**src/rtl/boot_sequencer.sv**
```systemverilog
// Power-up/reset sequencer: waits for stable clock lock, holds reset, releases domains
// in staggered order, then raises fetch enable. Define BOOT_SEQ_LOCK_SYNC_EN to synchronise locked_i.
module boot_sequencer #(
    parameter int NUM_LOCK           = 1,
    parameter int NUM_RST            = 2,
    parameter int LOCK_STABLE_CYCLES = 1024,
    parameter int RST_HOLD_CYCLES    = 256,
    parameter int STAGGER_CYCLES     = 16,
    parameter int FETCH_DELAY_CYCLES = 32
) (
    input  logic                clk_sys,
    input  logic                reset,
    input  logic [NUM_LOCK-1:0] locked_i,
    input  logic                ext_rst_req_i,
    output logic [NUM_RST-1:0]  rst_n_o,
    output logic                fetch_enable_o,
    output logic                all_locked_o,
    output logic [2:0]          state_o,
    output logic [7:0]          relock_cnt_o
);

    localparam int MAX_A   = (LOCK_STABLE_CYCLES > RST_HOLD_CYCLES) ? LOCK_STABLE_CYCLES : RST_HOLD_CYCLES;
    localparam int MAX_B   = (STAGGER_CYCLES > FETCH_DELAY_CYCLES) ? STAGGER_CYCLES : FETCH_DELAY_CYCLES;
    localparam int MAX_CNT = (MAX_A > MAX_B) ? MAX_A : MAX_B;
    localparam int CNT_W   = $clog2(MAX_CNT + 1);
    localparam int IDX_W   = (NUM_RST > 1) ? $clog2(NUM_RST) : 1;

    localparam logic [CNT_W-1:0] LOCK_LAST    = CNT_W'(LOCK_STABLE_CYCLES - 1);
    localparam logic [CNT_W-1:0] HOLD_LAST    = CNT_W'(RST_HOLD_CYCLES - 1);
    localparam logic [CNT_W-1:0] STAGGER_LAST = CNT_W'(STAGGER_CYCLES - 1);
    localparam logic [CNT_W-1:0] FETCH_LAST   = CNT_W'(FETCH_DELAY_CYCLES - 1);
    localparam logic [IDX_W-1:0] IDX_LAST     = IDX_W'(NUM_RST - 1);

    typedef enum logic [2:0] {
        WAIT_LOCK  = 3'd0,
        HOLD       = 3'd1,
        RELEASE    = 3'd2,
        FETCH_WAIT = 3'd3,
        RUN        = 3'd4
    } state_t;

    state_t             state_q;
    logic [CNT_W-1:0]   cnt_q;
    logic [IDX_W-1:0]   idx_q;
    logic [NUM_RST-1:0] rst_n_q;
    logic               fetch_q;
    logic [7:0]         relock_q;
    logic [NUM_LOCK-1:0] lock_vec;
    logic               lock_ok;

`ifdef BOOT_SEQ_LOCK_SYNC_EN
    logic [NUM_LOCK-1:0] lock_meta_q;
    logic [NUM_LOCK-1:0] lock_sync_q;

    // locked_i comes from other clock domains; two flops per bit resolve metastability.
    always_ff @(posedge clk_sys or posedge reset) begin
        if (reset) begin
            lock_meta_q <= '0;
            lock_sync_q <= '0;
        end else begin
            lock_meta_q <= locked_i;
            lock_sync_q <= lock_meta_q;
        end
    end

    assign lock_vec = lock_sync_q;
`else
    assign lock_vec = locked_i;
`endif

    assign lock_ok = &lock_vec;

    // NOTE: all state is updated with non-blocking assignments so every branch sees
    // the pre-edge values of state_q/cnt_q/idx_q, regardless of statement order.
    always_ff @(posedge clk_sys or posedge reset) begin
        if (reset) begin
            state_q  <= WAIT_LOCK;
            cnt_q    <= '0;
            idx_q    <= '0;
            rst_n_q  <= '0;
            fetch_q  <= 1'b0;
            relock_q <= '0;
        end else if (!lock_ok && state_q != WAIT_LOCK) begin
            // Lock loss outranks an external request on the same cycle.
            state_q <= WAIT_LOCK;
            cnt_q   <= '0;
            idx_q   <= '0;
            rst_n_q <= '0;
            fetch_q <= 1'b0;
            if (relock_q != 8'hFF) relock_q <= relock_q + 8'd1;
        end else if (ext_rst_req_i &&
                     (state_q == RELEASE || state_q == FETCH_WAIT || state_q == RUN)) begin
            state_q <= HOLD;
            cnt_q   <= '0;
            idx_q   <= '0;
            rst_n_q <= '0;
            fetch_q <= 1'b0;
        end else begin
            case (state_q)
                WAIT_LOCK: begin
                    if (!lock_ok) begin
                        cnt_q <= '0;
                    end else if (cnt_q == LOCK_LAST) begin
                        state_q <= HOLD;
                        cnt_q   <= '0;
                    end else begin
                        cnt_q <= cnt_q + CNT_W'(1);
                    end
                end
                HOLD: begin
                    rst_n_q <= '0;
                    if (ext_rst_req_i) begin
                        cnt_q <= '0;
                    end else if (cnt_q == HOLD_LAST) begin
                        state_q <= RELEASE;
                        cnt_q   <= '0;
                        idx_q   <= '0;
                    end else begin
                        cnt_q <= cnt_q + CNT_W'(1);
                    end
                end
                RELEASE: begin
                    if (cnt_q == STAGGER_LAST) begin
                        rst_n_q[idx_q] <= 1'b1;
                        cnt_q          <= '0;
                        if (idx_q == IDX_LAST) state_q <= FETCH_WAIT;
                        else                   idx_q   <= idx_q + IDX_W'(1);
                    end else begin
                        cnt_q <= cnt_q + CNT_W'(1);
                    end
                end
                FETCH_WAIT: begin
                    if (cnt_q == FETCH_LAST) begin
                        state_q <= RUN;
                        fetch_q <= 1'b1;
                        cnt_q   <= '0;
                    end else begin
                        cnt_q <= cnt_q + CNT_W'(1);
                    end
                end
                RUN: begin
                    fetch_q <= 1'b1;
                end
                default: begin
                    state_q <= WAIT_LOCK;
                    cnt_q   <= '0;
                    rst_n_q <= '0;
                    fetch_q <= 1'b0;
                end
            endcase
        end
    end

    assign rst_n_o        = rst_n_q;
    assign fetch_enable_o = fetch_q;
    assign all_locked_o   = lock_ok;
    assign state_o        = state_q;
    assign relock_cnt_o   = relock_q;

endmodule

```
**config.mk**
```make
export PLATFORM = sky130hd
export DESIGN_NAME = boot_sequencer
export DESIGN_NICKNAME = d
export VERILOG_FILES = /design/src/rtl/boot_sequencer.sv
export SDC_FILE = /design/constraint.sdc
export NUM_CORES = 1
export LEC_CHECK = 0
export BUFFER_PORTS_ARGS = -buffer_cell sky130_fd_sc_hd__clkbuf_2
export CORE_MARGIN = 2
export CORE_UTILIZATION = 45
export CTS_CLUSTER_DIAMETER = 40
export DETAILED_ROUTE_END_ITERATION = 7
export PLACE_DENSITY = 0.68
export SETUP_SLACK_MARGIN = 0.3
export SKIP_LAST_GASP = 1
export SLEW_MARGIN = 10
export SYNTH_ARGS = -nofsm -noshare
export SYNTH_HDL_FRONTEND = slang
export SYNTH_SLANG_ARGS = --single-unit
```
**constraint.sdc**
```tcl
create_clock -name clk_sys -period 1.9 [get_ports clk_sys]
set_input_delay 0.38 -clock clk_sys [delete_from_list [all_inputs] [get_ports clk_sys]]
set_output_delay 0.38 -clock clk_sys [all_outputs]
set_load 0.02 [all_outputs]
```
==> results of run 1 <==
==> synthesized netlist by cell type, drive strengths merged (3+ instances only) <==
cell type,n,share of area [%]
a21o,3,1.4
a21oi,8,2.4
a32o,4,2.4
buf,3,1.1
clkbuf,6,1.4
dfrtp,26,39
inv,6,1.4
nand2,13,3.0
nand2b,5,1.9
nand3,14,4.2
nand4,4,1.5
nor2,14,3.2
nor2b,5,1.9
nor3,7,2.7
nor4,3,1.5
o21ai,13,3.9
o31ai,3,1.4
or2,4,1.7
xnor2,7,3.7
xor2,9,4.8
==> power groups by stage <==
stage / registers, uW / logic (uW) / clock network, uW
2_1_floorplan: 814 / 567 / 0
3_3_place_gp: 777 / 898 / 0
3_5_place_dp: 787 / 925 / 0
4_1_cts: 759 / 1070 / 372
5_1_grt: 778 / 1270 / 392
6_report: 757 / 1170 / 365
==> tightest hold or removal path, stage by stage <==
cell	delay, ns
clkbuf_2	0.08
inv_1	0.05
buf_4	0.32
==> registers in the layout, indices dropped and copies added, names as in the netlist <==
| name | flops |
|---|---|
| fetch_enable_o | 1 |
| idx_q | 1 |
| rst_n_o | 2 |
| relock_cnt_o | 8 |
| cnt_q | 11 |
| state_o | 3 |
==> metrics by stage <==
step	hold WS, ns	instance area [um^2]	cells
6_report	0.149	2360	292
2_1_floorplan	0.420	1710	183
5_1_grt	0.180	2360	292
3_3_place_gp	0.429	2050	270
4_1_cts	0.163	2260	286
3_5_place_dp	0.463	2050	270
==> final timing paths <==
path | start | to | slack, ns | depth (start not counted)
setup reg to reg | cnt_q[9] | state_o[0] | 0.02 | 5
max in group asynchronous | reset | relock_cnt_o[3] | 1.48 | 3
setup / recovery | cnt_q[9] | state_o[0] | 0.02 | 5
hold / removal | reset | relock_cnt_o[1] | 0.15 | 3
hold reg to reg | relock_cnt_o[7] | relock_cnt_o[7] | 0.51 | 1
min in group clk_sys | relock_cnt_o[7] | relock_cnt_o[7] | 0.51 | 1
==> logic make-up after synthesis <==
family | synth area share, %
AND/OR/NAND/NOR | 26.9
adder cells (fa/ha/maj) | 1.51
multiplexers | 0.681
XOR/XNOR | 8.47
AO/OA/AOI/OAI | 19.4
flip-flops | 39.3
buffers and inverters | 3.78
==> area by class of cell <==
class,instances,area [um^2]
Clock buffer,4,55.1
Multi-Input combinational cell,142,1090
Sequential cell,26,658
Timing Repair Buffer,66,480
Inverter,6,22.5
Fill cell,277,1240
Tap cell,48,60.1
==> layer usage <==
metal	wire length, um	track usage (%)
met5	0	0
met4	34	6.12
met3	123	2.60
met2	2260	36.8
met1	1930	28.4
==> timing repair <==
item,in CTS,in global routing
buffers inserted,12,6
setup endpoints to repair,25,25
gates resized for setup,16,16
pin swaps,17,9
==> impl_metrics.csv, run 1 <==
group,metric,value,unit
logic_synthesis,synth-main-ff-cell,"dfrtp_1",
pwr,power.density,971,nW/um^2
finish,layout_commonest_cell,"buf_4",
critical_path,crit_family,"simple AND/OR/NAND/NOR gates",
placed_design,port_buffers,18,
pwr,pwr-share-comb,51.1,%
timing,fmax,531,MHz
critical_path,slowest_delay,0.43,ns
critical_path,cpMaxStageDelayCell,"or3_4",
timing,slew_violations,0,
logic_synthesis,yosysSeqAreaShare,39.3,%
floorplanning,num_io_pins,19,
floorplanning,fp.coreArea,3610,um^2
routing,num_vias,1639,
floorplanning,dieArea,4180,um^2
logic_synthesis,syn_nets,189,
run_status,status,"finished, final reports clean",
clock_tree,cts.sinks,26,
flow_run,maxCapViolCount,0,
pwr,p_sw,906,uW
placed_design,routabilityCongestion,0.939,
pwr,p_seq_share,33.0,%
routing,via_per_inst,5.61,
pwr,vdd_drop_max,0.000812,V
timing,fin_ws,0.0163,ns
critical_path,crit_arrival,2.04,ns
critical_path,path_class,"reg -> reg",
placed_design,dp_worst_setup_slack,0.000682,ns
global_route,antenna_found_initial,0,
timing,hold_violations,0,
routing,firstDrtPassIters,5,
floorplanning,fp.dieW,64.6,um
critical_path,critPathLaunchType,"register",
routing,first_iter_violations,126,
routing,ant_nets,0,
logic_synthesis,synth_area,1650,um^2
clock_tree,root_buffer,"clkbuf_8",
timing,fin_crit_sh,99.1,%
global_route,grt_pass1_vias,1533,
clock_tree,cts_buffers,3,
critical_path,path_buf_inv,0,
worst_hold_path,hold_class,"in -> async",
clock_tree,cts-htree-levels,1,
finish,area_delta_synth_final,43.0,%
pwr,p_clk_share,15.9,%
logic_synthesis,ys_ff_latch,26,
pwr,power,2300,uW
logic_synthesis,synth.avg_cell_area,9.04,um^2
global_route,grt_max_degree,27,
logic_synthesis,yosys_warnings,0,
timing,rsz0062_at_grt,"true",
logic_synthesis,synth_edf_count,0,
finish,final_cell_mix,"buf_4, dfrtp_1, clkbuf_2",
global_route,grt_first_pass_wirelength,7040,um
placed_design,dp_hpwl,3010,um
critical_path,required,2.06,ns
finish,drive_gt1_share,43.0,%
critical_path,endpoint_kind,"register",
routing,route.detailed.drc,0,
finish,diodes,0,
timing,worst_pin_slew,0.379,ns
timing,tns,0,ns
clock_tree,clk_path_buf_depth,2,
timing,setup_violations,0,
pwr,leakage,0.00108,uW
pwr,p_sw_share,39.4,%
floorplanning,std_cell_rows,22,
clock_tree,cts_tree,"yes",
global_route,overflow,0,
routing,wirelength,4350,um
logic_synthesis,syn_inst,183,
finish,fin_nets,251,
floorplanning,die_h,64.6,um
critical_path,critPathMaxFanout,4,
timing,period_needed,1.88,ns
timing,slew_headroom,74.6,%
floorplanning,start_util,45.9,%
logic_synthesis,async_flop_share,100,%
clock_tree,clkTransAtPathRegs,0.09,ns
critical_path,cp_cell_sequence,"or3_4, or2_4, o31a_1, nor4_2, nor4_2",
finish,finish.utilization,65.6,%
pwr,p_int,1390,uW
global_route,track_usage,21.4,%
clock_tree,cts-hold-fix-buffers,0,
logic_synthesis,ys_types,46,
routing,wl_per_cell,14.9,um
clock_tree,clock_latency,0.27,ns
timing,fin_worst_skew,0.00460,ns
critical_path,crit_top_cell,"nor4_2",
(Power assumes the default switching activity.)
==> run 2: changes to the inputs <==
- RECOVER_POWER: default -> 25
==> run 2 against run 1 <==
  * Sequential share of layout area about the same
  * Sequential power hardly changed
  * Critical path type unchanged
  * Non-clock buffer count is the same
==> impl_metrics.csv, run 2 (synthesis gave the netlist of run 1 again) <==
group,metric,value,unit
routing,firstDrtPassIters,4,
global_route,grt_max_degree,27,
timing,fmax,530,MHz
finish,layout_commonest_cell,"buf_4",
timing,rsz0062_at_grt,"true",
floorplanning,dieArea,4180,um^2
critical_path,crit_arrival,2.04,ns
pwr,p_sw_share,39.4,%
finish,final_cell_mix,"buf_4, dfrtp_1, clkbuf_2",
pwr,vdd_drop_max,0.000813,V
timing,fin_worst_skew,0.00499,ns
clock_tree,cts.sinks,26,
pwr,p_seq_share,33.0,%
routing,num_vias,1631,
pwr,leakage,0.00108,uW
floorplanning,num_io_pins,19,
finish,largest_register_ffs,11,
global_route,overflow,0,
timing,worst_pin_slew,1.49,ns
critical_path,required,2.06,ns
critical_path,endpoint_kind,"register",
timing,period_needed,1.89,ns
pwr,p_int,1390,uW
floorplanning,fp.dieW,64.6,um
timing,slew_headroom,0.771,%
routing,first_iter_violations,126,
global_route,track_usage,21.4,%
finish,diodes,0,
placed_design,routabilityCongestion,0.939,
routing,wl_per_cell,14.9,um
finish,final_area,2360,um^2
pwr,p_sw,905,uW
routing,wirelength,4360,um
pwr,power.density,972,nW/um^2
clock_tree,root_buffer,"clkbuf_8",
finish,fillerInstances,278,
floorplanning,fp.coreArea,3610,um^2
floorplanning,start_util,45.9,%
placed_design,dp_hpwl,3010,um
clock_tree,cts_buffers,3,
flow_run,maxCapViolCount,0,
routing,via_per_inst,5.59,
clock_tree,cts_tree,"yes",
global_route,grt_pass1_vias,1533,
pwr,p_clk_share,15.9,%
floorplanning,std_cell_rows,22,
clock_tree,cts-htree-levels,1,
timing,hold_violations,0,
finish,regMostFlops,"cnt_q",
routing,route.detailed.drc,0,
finish,drive_gt1_share,42.6,%
clock_tree,clk_path_buf_depth,2,
placed_design,port_buffers,18,
finish,area_delta_synth_final,42.7,%
timing,slew_violations,0,
finish,fin_nets,251,
run_status,status,"finished, final reports clean",
timing,tns,0,ns
placed_design,placed_area,2050,um^2
global_route,antenna_found_initial,0,
global_route,grt_first_pass_wirelength,7040,um
critical_path,critPathMaxFanout,4,
critical_path,path_class,"reg -> reg",
floorplanning,die_h,64.6,um
critical_path,critPathLaunchType,"register",
timing,fin_crit_sh,99.2,%
timing,setup_violations,0,
pwr,pwr-share-comb,51.1,%
clock_tree,clkTransAtPathRegs,0.09,ns
routing,ant_nets,0,
worst_hold_path,hold_class,"reg -> reg",
clock_tree,clock_latency,0.27,ns
-- run 2: changes by cell type in the layout (fill, tap and decap cells not counted) --
cell / delta
clkbuf_1: +1
buf_4: -1
-- run 2: cell type report --
| cell class | instances | area, um^2 | share of cell area (%) |
|---|---|---|---|
| multi-input combinational | 142 | 1090 | 46.1 |
| timing repair buffer | 66 | 477 | 20.2 |
| clock buffer | 4 | 55.1 | 2.33 |
| inverter | 6 | 22.5 | 0.954 |
| sequential | 26 | 658 | 27.9 |
| tap | 48 | 60.1 | 2.54 |
-- run 2: through the flow --
step                      total power, uW  hold WS [ns]  worst slack (ns)  std cells  utilization, %
after detailed placement             1710         0.463          0.000682        270            56.9
final                                2300         0.507            0.0145        292            65.5
after floorplan                      1380         0.420             0.105        183               -
after global routing                 2440         0.524           -0.0642        292            65.5
after CTS                            2200         0.163            0.0530        286            62.8
after global placement               1680         0.429            0.0515        270            56.9
-- run 2: what timing repair did --
| action | CTS | global route |
|---|---|---|
| endpoints found under the setup margin | 25 | 25 |
| gates resized for setup | 16 | 16 |
| buffers inserted | 12 | 6 |
| hold endpoints to repair | 0 | 0 |
| pin swaps | 17 | 9 |
| hold buffers | 0 | 0 |
-- run 2: path summary, 6_finish.rpt --
check                                   to  slack (ns)       startpoint  depth (start not counted)
setup / recovery                state_o[0]        0.01         cnt_q[9]                          5
hold / removal             relock_cnt_o[7]        0.51  relock_cnt_o[7]                          1
setup reg to reg                state_o[0]        0.01         cnt_q[9]                          5
hold reg to reg            relock_cnt_o[7]        0.51  relock_cnt_o[7]                          1
max in group asynchronous       state_o[2]        0.33            reset                          3
min in group asynchronous  relock_cnt_o[1]        0.60            reset                          3
-- run 2: power groups by stage --
| stage | clock [uW] | sequential [uW] | combinational, uW |
|---|---|---|---|
| 6_report | 365 | 757 | 1170 |
| 3_3_place_gp | 0 | 777 | 898 |
| 4_1_cts | 372 | 759 | 1070 |
| 2_1_floorplan | 0 | 814 | 567 |
| 5_1_grt | 392 | 778 | 1270 |
| 3_5_place_dp | 0 | 787 | 925 |
-- run 2: critical path, cell delays in order, from the launching register on --
cell	delay, ns
dfrtp_1	0.40
or3_4	0.43
or2_4	0.28
o31a_1	0.34
nor4_2	0.25
nor4_2	0.07
-- run 2: routing by layer --
| layer | track usage, % | vias up | wire length (um) |
|---|---|---|---|
| met5 | 0 | - | 0 |
| met4 | 6.12 | 0 | 34 |
| met3 | 2.60 | 4 | 115 |
| met2 | 36.8 | 35 | 2290 |
| met1 | 28.4 | 802 | 1920 |
| li1 | - | 790 | - |
==> run 3: changes to the inputs <==
- ABC_AREA: default -> 1
- BUFFER_PORTS_ARGS: -buffer_cell sky130_fd_sc_hd__clkbuf_2 -> -buffer_cell sky130_fd_sc_hd__buf_2
- PLACE_DENSITY: 0.68 -> 0.67
==> run 3 against run 2 <==
  * Clock power grew 27%
  * Clock skew fell by 0.00096 ns
  * Register-to-register slack better by 0.25 ns
  * Non-clock buffer count down 35
  * Die area grew 3.2%
  * Sequential share of layout area increased by 3.4 points
  * Synthesized cell count rose by 28%
  * Core utilization fell by 8.3 points
  * Critical endpoint is now cnt_q[5]
==> impl_metrics.csv, run 3 <==
group,metric,value,unit
pwr,p_clk_share,42.3,%
clock_tree,clkTransAtPathRegs,0.10,ns
floorplanning,die_h,65.7,um
critical_path,required,2.06,ns
logic_synthesis,yosysTopAreaCellShare,38.0,%
critical_path,crit_arrival,1.79,ns
logic_synthesis,synth_area_leaders,"dfrtp_1, nand2_1, inv_1",
logic_synthesis,yosysSeqAreaShare,38.0,%
critical_path,reg2reg_to,"cnt_q[5]",
logic_synthesis,async_flop_share,100,%
logic_synthesis,synth_area,1710,um^2
logic_synthesis,post-synth-top-count-cell,"nand2_1",
logic_synthesis,yosys_warnings,0,
logic_synthesis,ys_ff_latch,26,
flow_run,maxCapViolCount,0,
critical_path,crit_family,"simple AND/OR/NAND/NOR gates",
finish,largest_register_ffs,11,
critical_path,endpoint_kind,"register",
logic_synthesis,yosys-top-cells-count,"nand2_1, inv_1, nor2_1",
finish,layout_commonest_cell,"nand2_1",
global_route,overflow,0,
routing,wl_per_cell,11.3,um
finish,fin_nets,274,
global_route,grt_max_degree,27,
logic_synthesis,synth-main-ff-cell,"dfrtp_1",
finish,finish.utilization,57.2,%
critical_path,path_buf_inv,2,
finish,area_delta_synth_final,22.5,%
timing,fin_worst_skew,0.00403,ns
floorplanning,fp.dieW,65.7,um
pwr,p_seq_share,51.5,%
finish,drive_gt1_share,28.8,%
clock_tree,cts.sinks,26,
finish,diodes,0,
logic_synthesis,ys_types,28,
timing,hold_slack,0.139,ns
logic_synthesis,synth_top_family_by_area,"simple AND/OR/NAND/NOR gates",
floorplanning,std_cell_rows,22,
placed_design,dp_hpwl,2580,um
routing,wirelength,3570,um
placed_design,routabilityCongestion,0.824,
logic_synthesis,syn_nets,240,
finish,final_cell_mix,"nand2_1, inv_1, nor2_1",
routing,via_per_inst,4.84,
timing,tns,0,ns
pwr,p_int,869,uW
timing,slew_headroom,78.1,%
critical_path,r2r_cells,10,
critical_path,cp_cell_sequence,"ha_4, nand2_4, nor2_4, buf_4, nand2_1, nand2_1, nand2_2, o21ai_4, buf_12, o21ai_1",
timing,slew_violations,0,
critical_path,critPathMaxFanout,8,
pwr,p_sw,229,uW
routing,firstDrtPassIters,4,
global_route,grt_first_pass_wirelength,6210,um
run_status,status,"finished, final reports clean",
global_route,track_usage,18.7,%
logic_synthesis,synthAdderAreaFrac,1.46,%
pwr,power.density,524,nW/um^2
pwr,vdd_drop_max,0.000533,V
clock_tree,cts-hold-fix-buffers,0,
timing,fin_crit_sh,85.9,%
timing,fmax,613,MHz
logic_synthesis,syn_inst,234,
logic_synthesis,synth_edf_count,0,
global_route,antenna_found_initial,0,
clock_tree,root_buffer,"clkbuf_8",
finish,regMostFlops,"cnt_q",
global_route,grt_pass1_vias,1406,
critical_path,path_class,"reg -> reg",
pwr,pwr-share-comb,6.1,%
floorplanning,dieArea,4310,um^2
logic_synthesis,synth.avg_cell_area,7.31,um^2
clock_tree,cts_buffers,3,
floorplanning,fp.coreArea,3660,um^2
logic_synthesis,synth_top_cell_by_area,"dfrtp_1",
critical_path,crit_top_cell,"nand2_1",
critical_path,reg2reg_slack,0.27,ns
logic_synthesis,yosys.area_share.simple,35.6,%
routing,num_vias,1525,
clock_tree,clk_path_buf_depth,2,
routing,ant_nets,0,
placed_design,port_buffers,18,
logic_synthesis,synth_compound_area_share,9.44,%
timing,period_needed,1.63,ns
critical_path,r2r_start,"cnt_q[1]",
critical_path,slowest_delay,0.42,ns
timing,worst_pin_slew,0.329,ns
clock_tree,cts_tree,"yes",
logic_synthesis,synth-xor-area-share,7.68,%
timing,hold_violations,0,
clock_tree,clock_latency,0.27,ns
timing,setup_violations,0,
logic_synthesis,synthMuxAreaShare,0,%
critical_path,critPathLaunchType,"register",
clock_tree,cts-htree-levels,1,
critical_path,cpMaxStageDelayCell,"dfrtp_1",
pwr,leakage,0.00105,uW
worst_hold_path,hold_class,"in -> async",
floorplanning,start_util,46.7,%
timing,rsz0062_at_grt,"true",
routing,route.detailed.drc,0,
floorplanning,num_io_pins,19,
pwr,p_sw_share,20.9,%
routing,first_iter_violations,143,
-- run 3: changes by cell type after synthesis, sizes merged, moves of 6 or more --
cell,delta
nor2,+18
clkbuf,-6
inv,+23
nand2,+64
-- run 3: power by group through the flow --
| stage | Sequential [uW] | Clock [uW] | Combinational (uW) |
|---|---|---|---|
| floorplan | 575 | 0 | 32.0 |
| global placement | 576 | 0 | 47.9 |
| detailed placement | 576 | 0 | 47.8 |
| CTS | 563 | 476 | 61.4 |
| global route | 567 | 501 | 76.2 |
| finish | 566 | 465 | 67.2 |
-- run 3: kinds of logic (layout without fill, tap and decap cells) --
group | after synthesis | after routing
flops | 26 | 26
fa+ha+maj | 2 | 2
compound gates | 24 | 24
xor+xnor | 15 | 15
buf+inv | 33 | 66
simple gates | 134 | 134
-- run 3: worst max path at each step --
stage	start	end	cells past startpoint
final	cnt_q[1]	cnt_q[5]	10
after global routing	cnt_q[1]	state_o[0]	12
after floorplan	cnt_q[0]	cnt_q[1]	8
after detailed placement	cnt_q[0]	cnt_q[5]	8
after CTS	cnt_q[1]	state_o[1]	12
after global placement	cnt_q[0]	cnt_q[5]	8
-- run 3: worst min-delay path, delay by kind of cell --
kind     cells  cell delay (ns)
buf+inv      3             0.44
-- run 3: layer usage --
metal / up-vias / global-route usage, % / share of wire (%)
li1: 796 / - / -
met1: 690 / 24.1 / 48
met2: 32 / 30.8 / 47
met3: 7 / 3.94 / 3.7
met4: 0 / 6.51 / 1.5
met5: - / 0 / 0
-- run 3: final cells by class --
| class | count | area [um^2] |
|---|---|---|
| Inverter | 31 | 119 |
| Fill cell | 323 | 1570 |
| Multi-Input combinational cell | 175 | 988 |
| Clock inverter | 1 | 30.0 |
| Clock buffer | 3 | 41.3 |
| Tap cell | 48 | 60.1 |
| Timing Repair Buffer | 31 | 200 |
| Sequential cell | 26 | 656 |
-- run 3: timing repair --
item	4_1_cts	5_1_grt
setup buffers	4	7
hold endpoints to repair	0	0
gates resized for setup	5	15
pin swaps	2	8
setup endpoints to repair	19	19
-- run 3: through the flow --
stage | instances | cell area, um^2 | power [uW] | setup slack (ns)
6_report | 315 | 2090 | 1100 | 0.269
4_1_cts | 308 | 1990 | 1100 | 0.306
2_1_floorplan | 234 | 1710 | 607 | 0.352
3_5_place_dp | 300 | 1860 | 624 | 0.134
3_3_place_gp | 300 | 1860 | 624 | 0.156
5_1_grt | 315 | 2090 | 1140 | 0.101
